### src/rtl/pipeline_hazard_ctrl_pkg.sv
// Shared types and constants for the hazard controller slice.
package pipeline_hazard_ctrl_pkg;

  typedef enum logic [1:0] {
    S_IDLE     = 2'd0,
    S_DIV      = 2'd1,
    S_EXC_PEND = 2'd2
  } state_e;

  localparam logic [1:0] FWD_RF = 2'b00;
  localparam logic [1:0] FWD_W  = 2'b01;
  localparam logic [1:0] FWD_M  = 2'b10;

  // Operand select for one EX source; the younger MEM result wins over WB.
  function automatic logic [1:0] fwd_sel(
    input logic [4:0] src,
    input logic [4:0] wr_m,
    input logic       en_m,
    input logic [4:0] wr_w,
    input logic       en_w
  );
    if (en_m && wr_m != 5'd0 && wr_m == src)      return FWD_M;
    else if (en_w && wr_w != 5'd0 && wr_w == src) return FWD_W;
    else                                          return FWD_RF;
  endfunction

endpackage

### src/rtl/pipeline_hazard_ctrl_forward_unit.sv
// EX-stage operand forwarding selects (purely combinational).
module forward_unit
  import pipeline_hazard_ctrl_pkg::*;
(
  input  logic       rst,
  input  logic [4:0] rsE,
  input  logic [4:0] rtE,
  input  logic [4:0] writeregM,
  input  logic [4:0] writeregW,
  input  logic       reg_write_enM,
  input  logic       reg_write_enW,
  output logic [1:0] forwardAE,
  output logic [1:0] forwardBE
);

  // Select per operand; forced to the register file while in reset.
  always_comb begin
    forwardAE = FWD_RF;
    forwardBE = FWD_RF;
    if (!rst) begin
      forwardAE = fwd_sel(rsE, writeregM, reg_write_enM, writeregW, reg_write_enW);
      forwardBE = fwd_sel(rtE, writeregM, reg_write_enM, writeregW, reg_write_enW);
    end
  end

endmodule

### src/rtl/pipeline_hazard_ctrl.sv
// Hazard controller: forwarding, load-use bubble, divider freeze,
// and exception flush deferred until both memories are idle.
module pipeline_hazard_ctrl
  import pipeline_hazard_ctrl_pkg::*;
#(
  parameter int DIV_CYCLES = 36,
  parameter int CNT_W      = 6
) (
  input  logic       clk,
  input  logic       rst,
  input  logic [4:0] rsD,
  input  logic [4:0] rtD,
  input  logic [4:0] rsE,
  input  logic [4:0] rtE,
  input  logic [4:0] writeregE,
  input  logic [4:0] writeregM,
  input  logic [4:0] writeregW,
  input  logic       reg_write_enE,
  input  logic       reg_write_enM,
  input  logic       reg_write_enW,
  input  logic       mem_to_regE,
  input  logic       div_startE,
  input  logic       branch_flushE,
  input  logic       exceptionM,
  input  logic       i_stall,
  input  logic       d_stall,
  output logic [1:0] forwardAE,
  output logic [1:0] forwardBE,
  output logic       stallF,
  output logic       stallD,
  output logic       stallE,
  output logic       stallM,
  output logic       stallW,
  output logic       flushD,
  output logic       flushE,
  output logic       flushM,
  output logic       flushW,
  output logic       exc_flush,
  output logic       div_ready
);

  state_e           state_q, state_d;
  logic [CNT_W-1:0] cnt_q, cnt_d;
  logic             mem_busy, lwstall, long_stall, div_stall, div_rdy, exc_take;

  // reg_write_enE is not needed: a load in EX always writes its destination.
  logic unused_en;
  assign unused_en = reg_write_enE;

  forward_unit u_fwd (
    .rst           (rst),
    .rsE           (rsE),
    .rtE           (rtE),
    .writeregM     (writeregM),
    .writeregW     (writeregW),
    .reg_write_enM (reg_write_enM),
    .reg_write_enW (reg_write_enW),
    .forwardAE     (forwardAE),
    .forwardBE     (forwardBE)
  );

  assign mem_busy = i_stall | d_stall;
  assign lwstall  = mem_to_regE && writeregE != 5'd0 &&
                    (writeregE == rsD || writeregE == rtD);

  // State and divide counter registers.
  always_ff @(posedge clk) begin
    if (rst) begin
      state_q <= S_IDLE;
      cnt_q   <= '0;
    end else begin
      state_q <= state_d;
      cnt_q   <= cnt_d;
    end
  end

  // Next state plus stall/flush mux; exception flush outranks every stall.
  always_comb begin
    state_d   = state_q;
    cnt_d     = cnt_q;
    div_stall = 1'b0;
    div_rdy   = 1'b0;
    exc_take  = 1'b0;
    unique case (state_q)
      S_IDLE: begin
        if (exceptionM) begin
          if (mem_busy) state_d = S_EXC_PEND;
          else          exc_take = 1'b1;
        end else if (div_startE) begin
          div_stall = 1'b1;
          cnt_d     = CNT_W'(DIV_CYCLES - 1);
          state_d   = S_DIV;
        end
      end
      S_DIV: begin
        if (exceptionM) begin
          // Abort the divide; the exception is handled as from IDLE.
          cnt_d = '0;
          if (mem_busy) state_d = S_EXC_PEND;
          else begin
            exc_take = 1'b1;
            state_d  = S_IDLE;
          end
        end else if (cnt_q != '0) begin
          div_stall = 1'b1;
          cnt_d     = cnt_q - CNT_W'(1);
        end else begin
          // Result held until EX is free to move it on.
          div_rdy = 1'b1;
          if (!mem_busy) state_d = S_IDLE;
        end
      end
      S_EXC_PEND: begin
        if (!mem_busy) begin
          exc_take = 1'b1;
          state_d  = S_IDLE;
        end
      end
      default: state_d = S_IDLE;
    endcase

    long_stall = mem_busy | div_stall;

    stallF = 1'b0; stallD = 1'b0; stallE = 1'b0; stallM = 1'b0; stallW = 1'b0;
    flushD = 1'b0; flushE = 1'b0; flushM = 1'b0; flushW = 1'b0;
    exc_flush = 1'b0;
    div_ready = 1'b0;
    if (!rst) begin
      div_ready = div_rdy;
      if (exc_take) begin
        {flushD, flushE, flushM, flushW} = 4'hF;
        exc_flush = 1'b1;
      end else if (long_stall) begin
        {stallF, stallD, stallE, stallM, stallW} = 5'h1F;
      end else if (lwstall) begin
        stallF = 1'b1;
        stallD = 1'b1;
        flushE = 1'b1;
      end else if (branch_flushE) begin
        flushD = 1'b1;
      end
    end
  end

endmodule

### config.mk
export PLATFORM = sky130hd
export DESIGN_NAME = pipeline_hazard_ctrl
export DESIGN_NICKNAME = d
export VERILOG_FILES = /design/src/rtl/pipeline_hazard_ctrl_pkg.sv /design/src/rtl/pipeline_hazard_ctrl_forward_unit.sv /design/src/rtl/pipeline_hazard_ctrl.sv
export SDC_FILE = /design/constraint.sdc
export NUM_CORES = 1
export LEC_CHECK = 0
export CAP_MARGIN = 0
export CORE_UTILIZATION = 34
export DETAILED_ROUTE_END_ITERATION = 10
export MAX_ROUTING_LAYER = met4
export PLACE_DENSITY = 0.88
export SYNTH_ARGS = -nofsm -noshare
export SYNTH_HDL_FRONTEND = slang
export SYNTH_HIERARCHICAL = 1
export SYNTH_SLANG_ARGS = --single-unit
export TNS_END_PERCENT = 1
### constraint.sdc
create_clock -name clk -period 1.9 [get_ports clk]
set_input_delay 0.38 -clock clk [delete_from_list [all_inputs] [get_ports clk]]
set_output_delay 0.38 -clock clk [all_outputs]
set_load 0.01 [all_outputs]
Word-level counts from Yosys, hierarchy flattened
Index checks and enable logic that the tools add are counted.

storage, ports and cells
  word-level logic and storage cells = 85
  flip-flop bits (word level) = 8
  bits of input ports = 46
  output and inout bits = 15

cells by class
  bitwise operators = 2
  reductions and logical operators = 18
  add/subtract/negate cells = 1
  equal/unequal tests = 14
  muxes and demuxes = 48

operator list
  operator                                           count
  == test 5 bit                                      6
  2-to-1 mux 1 bit                                   29
  2-to-1 mux 6 bit                                   4
  2-to-1 mux 2 bit                                   11
  nonzero test 5 bit                                 3
  inequality test 3 bit (second input constant)      4
  case mux 6 bit (2 select lines)                    1
  logical AND 1 bit                                  8
  case mux 2 bit (3 select lines)                    1
  nonzero test 6 bit                                 1
  subtractor 6 x 1 -> 6 bit (second input constant)  1
  inequality test 2 bit (second input constant)      2
  case mux 1 bit (2 select lines)                    2
  AND reduction 4 bit                                1
  AND reduction 3 bit                                1
  == test 2 x 1 -> 1 bit (second input constant)     1
  == test 2 bit (second input constant)              1
  logical NOT 2 bit                                  1
  bitwise OR 1 bit                                   2
  nonzero test 2 bit                                 1
  OR reduction 2 bit                                 1
  logical OR 1 bit                                   1

Logic depth before layout (Yosys ltp)
  depth in word-level cells = 8
  depth in mapped cells = 7
  mapped depth without buffers = 6

Cells and area by module
The synthesis kept the hierarchy.

by module, submodules not included
  module                sequential area each (um2)  area an instance (um2)  cells each  instances
  pipeline_hazard_ctrl  160.2                       744.5                   96          1
  forward_unit          0.0                         285.3                   37          1

Worst setup path after synthesis
Ideal clock, no wire load.

  kind = input port to output port
  from = input port d_stall
  to = output port flushD
  buffers on the path = 0
  stages = 4
  slack = -0.122 ns
  arrival = 1.642 ns
  cell sequence = or2_2 a211oi_1 nor2_1 a21oi_1

between the ends
  word-level cells in the longest chain between the ends = 6
  elaborated cells on any way between the ends = 8
  classes of those cells = mux: 6; bitwise: 2

ends and longest elaborated chain
  item                             RTL line                                                                             source
  start: declaration               pipeline_hazard_ctrl.sv:26                                                           input logic d_stall,
  bitwise OR 1 bit *               pipeline_hazard_ctrl.sv:62                                                           assign mem_busy = i_stall | d_stall;
  2-to-1 mux 1 bit                 pipeline_hazard_ctrl.sv:87, pipeline_hazard_ctrl.sv:99, pipeline_hazard_ctrl.sv:114
  2-to-1 mux 1 bit                 pipeline_hazard_ctrl.sv:96                                                           if (exceptionM) begin
  case mux 1 bit (2 select lines)  pipeline_hazard_ctrl.sv:84                                                           unique case (state_q)
  2-to-1 mux 1 bit *               pipeline_hazard_ctrl.sv:130                                                          if (exc_take) begin
  2-to-1 mux 1 bit *               pipeline_hazard_ctrl.sv:128                                                          if (!rst) begin
  end: declaration                 pipeline_hazard_ctrl.sv:34                                                           output logic flushD,

Every way passes the cells marked *; elsewhere a longest branch is shown, timed or not.

Final worst setup path
  from = register cnt_q[1]
  to = output port flushE

between the ends
  word-level cells in the longest chain between the ends = 8

ends and longest elaborated chain
  item                             RTL line                     source
  start: declaration               pipeline_hazard_ctrl.sv:43   logic [CNT_W-1:0] cnt_q, cnt_d;
  start signal: assignment         pipeline_hazard_ctrl.sv:73   cnt_q <= cnt_d;
  nonzero test 6 bit               pipeline_hazard_ctrl.sv:104  end else if (cnt_q != '0) begin
  2-to-1 mux 1 bit                 pipeline_hazard_ctrl.sv:104
  2-to-1 mux 1 bit                 pipeline_hazard_ctrl.sv:96
  case mux 1 bit (2 select lines)  pipeline_hazard_ctrl.sv:84
  bitwise OR 1 bit                 pipeline_hazard_ctrl.sv:122  long_stall = mem_busy | div_stall;
  2-to-1 mux 1 bit                 pipeline_hazard_ctrl.sv:133  end else if (long_stall) begin
  2-to-1 mux 1 bit                 pipeline_hazard_ctrl.sv:130
  2-to-1 mux 1 bit                 pipeline_hazard_ctrl.sv:128
  end: declaration                 pipeline_hazard_ctrl.sv:35   output logic flushE,

Every way passes these cells.

==> key figures <==
Run status
  – Status: finished, violations left
  – Failing checks: DRC, setup timing

Worst setup path
  – CP startpoint kind: flip-flop
  – Critical path class: flip-flop to primary output
  – CP max FO: 3
  – Crit-path max cell delay: 0.33 ns
  – CP endpoint kind: primary output
  – Worst Path Arrival: 1.74 ns
  – CP required: 1.52 ns
  – CP max-delay cell: dfxtp_2
  – Cell breakdown of the critical path: inv_2 > ha_4 > and3b_1 > a211o_1 > nor4b_2 > a21o_1 > buf_6

Run
  – Max-cap violations: 0

Placement
  – Post-DP HPWL: 3040 µm
  – Placed cell count: 261
  – Dpl cell area: 1950 µm²
  – Place WS: -0.846 ns
  – Number of I/O port buffers: 59
  – Final GP Congestion: 0.849

Pwr
  – Cell Pwr Density: 391 nW/µm²
  – Int Pwr: 527 µW
  – Reg power frac: 0.237
  – Switching pwr: 294 µW
  – Peak supply drop: 214 µV
  – Clock Power Share: 0.163
  – Sw Share: 0.358
  – Combinational share of power: 0.600
  – Pleak: 0.950 nW

Timing
  – Final worst-path cycle share: 1.12
  – Fin Clk Skew: 0.00710 ns
  – Fin. max-slew vios: 0
  – FMAX: 471 MHz
  – Final Setup Violations: 13
  – Final hold vios: 0
  – Worst slew pin tran: 0.327 ns
  – Unrepaired setup endpoints after global routing: yes
  – Min Tclk post-route: 2.12 ns
  – Worst slew margin: 0.782
  – Final worst slack: -0.224 ns

Synth
  – Distinct cells, synth: 44
  – Avg Inst Size Synth: 7.74 µm²
  – Most frequent cell after synthesis: xnor2_1
  – Yosys top cell area share: 0.170
  – Synth area leader: xnor2_1
  – Ys flop type: dfxtp_1
  – Asr flop ratio synth: 0
  – Synth Register Bits: 8
  – Syn. warnings: 6
  – Mapped Cells: 133
  – Post-synth EDFFs: 0
  – Cell area after synthesis: 1030 µm²
  – Sequential element share of the synthesized area: 0.156
  – Area contributors post-synth: xnor2_1 17%, dfxtp_1 16%, xor2_1 8.5%, buf_4 3.6%, a21oi_1 2.9%
  – Synth cell count leaders: 20 x xnor2_1, 10 x xor2_1, 8 x dfxtp_1, 8 x nor2_1, 7 x inv_1
  – Post-Syn Nets: 181

Detailed routing
  – Final ANT Viol Nets: 0
  – Vias per Instance: 5.27
  – Wirelength per Cell: 15.0 µm
  – DRC: 2
  – First-pass DRT Iterations: 7
  – Final WL: 4060 µm
  – DR vias: 1429
  – Iter 0 DRT Violations: 41

CTS
  – Num Clock Sinks: 8
  – CTS tree: done
  – Max clock buf depth: 2
  – Hold_buf cts: 0
  – Htree depth: 1
  – Cts bufs inserted: 3
  – Clk Latency, worst-skew pair: 0.26 ns
  – Clock Pin Slew Worst Setup and Hold Paths: 0.06 ns
  – Clock Root Buffer: clkbuf_4

Global routing
  – Overflow left after global routing: 0
  – Antenna violations before repair: 0
  – Largest net degree at the start of global routing: 8
  – First-pass GRT wire length: 6440 µm
  – GRT Overall Usage: 0.263
  – Vias in the first global route: 1504

Cells and area
  – Layout cells sized above 1: 0.471
  – Layout Nets: 290
  – Fin util: 0.748
  – Post-route cell area: 2100 µm²
  – Non-Filler Instances: 271
  – Area delta synth->final: 104%
  – Total area of sequential cells: 164 µm²
  – Multi-input combinational cell area: 972 µm²
  – Fillers: 188
  – N_diodes: 0

Floorplanning
  – Row Count: 19
  – DIE WIDTH: 57.0 µm
  – Io pins: 61
  – Die Ht: 57.0 µm
  – Die area: 3250 µm²
  – Core area: 2810 µm²
  – Starting Density: 0.367

Worst hold path
  – Hold WC Path Type: flip-flop to flip-flop
==> worst max-delay path, delay by kind of cell, from the launching register on <==
kind / cells / cell delay, ns
compound gates: 2 / 0.48
simple gates: 2 / 0.36
flops: 1 / 0.33
buf+inv: 2 / 0.17
fa+ha+maj: 1 / 0.15
==> cells by family after synthesis <==
group,share of synthesized area
compound gates,0.181
buf+inv,0.0656
mux,0.0109
simple gates,0.307
xor+xnor,0.255
flops,0.156
fa+ha+maj,0.0243
==> layout make-up <==
type | count | share of cell area
inverters | 7 | 0.0125
repair buffers | 110 | 0.417
flip-flops and latches | 8 | 0.0781
multi-input cells | 112 | 0.463
well taps | 31 | 0.0185
clock buffers | 3 | 0.0107
==> metal layers <==
metal,vias to the layer above,part of all wire,global-route usage,wire (µm)
met2,68,0.57,0.533,2320
met4,0,0.026,0.0801,104
li1,689,-,-,-
met3,14,0.051,0.0272,209
met5,-,0,-,0
met1,658,0.35,0.258,1430
==> cell usage in the layout (no fill, tap or decap), types with 4 or more instances in the layout <==
master | Yosys | final
a21oi_1 | 6 | 4
nor2_1 | 8 | 8
clkdlybuf4s50_1 | 0 | 14
clkdlybuf4s15_1 | 0 | 4
xor2_1 | 10 | 10
nand2_1 | 5 | 5
dfxtp_1 | 8 | 5
buf_4 | 5 | 51
buf_2 | 0 | 16
xnor2_1 | 20 | 17
dlygate4sd2_1 | 0 | 20
inv_1 | 7 | 5
==> sequential cells by signal, summed over array words and instances, names as in the netlist <==
register and flops:
state_q 2, cnt_q 6
==> repair_timing <==
action,CTS,global route
endpoints found under the setup margin,15,18
hold endpoints to repair,0,0
resized for setup,145,5
pin swaps,27,5
gates cloned,0,0
buffers inserted,7,0
==> per-stage QoR <==
step                      hold slack, ns  setup TNS, ns  power (mW)
after CTS                          0.601          -1.16       0.796
after global routing               0.646          -2.27       0.867
after global placement             0.580         -11.25       0.629
final                              0.613          -1.31       0.821
after floorplan                    0.462       -0.00389       0.384
after detailed placement           0.585         -11.60       0.647
==> power by group through the flow <==
stage	logic (mW)	registers, mW	clock network, mW
floorplan	0.187	0.197	0
global placement	0.435	0.194	0
detailed placement	0.452	0.195	0
CTS	0.469	0.194	0.133
global route	0.527	0.196	0.144
finish	0.493	0.194	0.134
==> path summary, 6_finish.rpt <==
kind | start | cells past startpoint | slack [ns] | end
max | cnt_q[1] | 7 | -0.22 | flushE
min reg2reg | cnt_q[4] | 3 | 0.61 | cnt_q[4]
min | cnt_q[4] | 3 | 0.61 | cnt_q[4]
max reg2reg | cnt_q[1] | 8 | -0.01 | cnt_q[4]
Note: power is estimated with default switching activity, not from simulation.
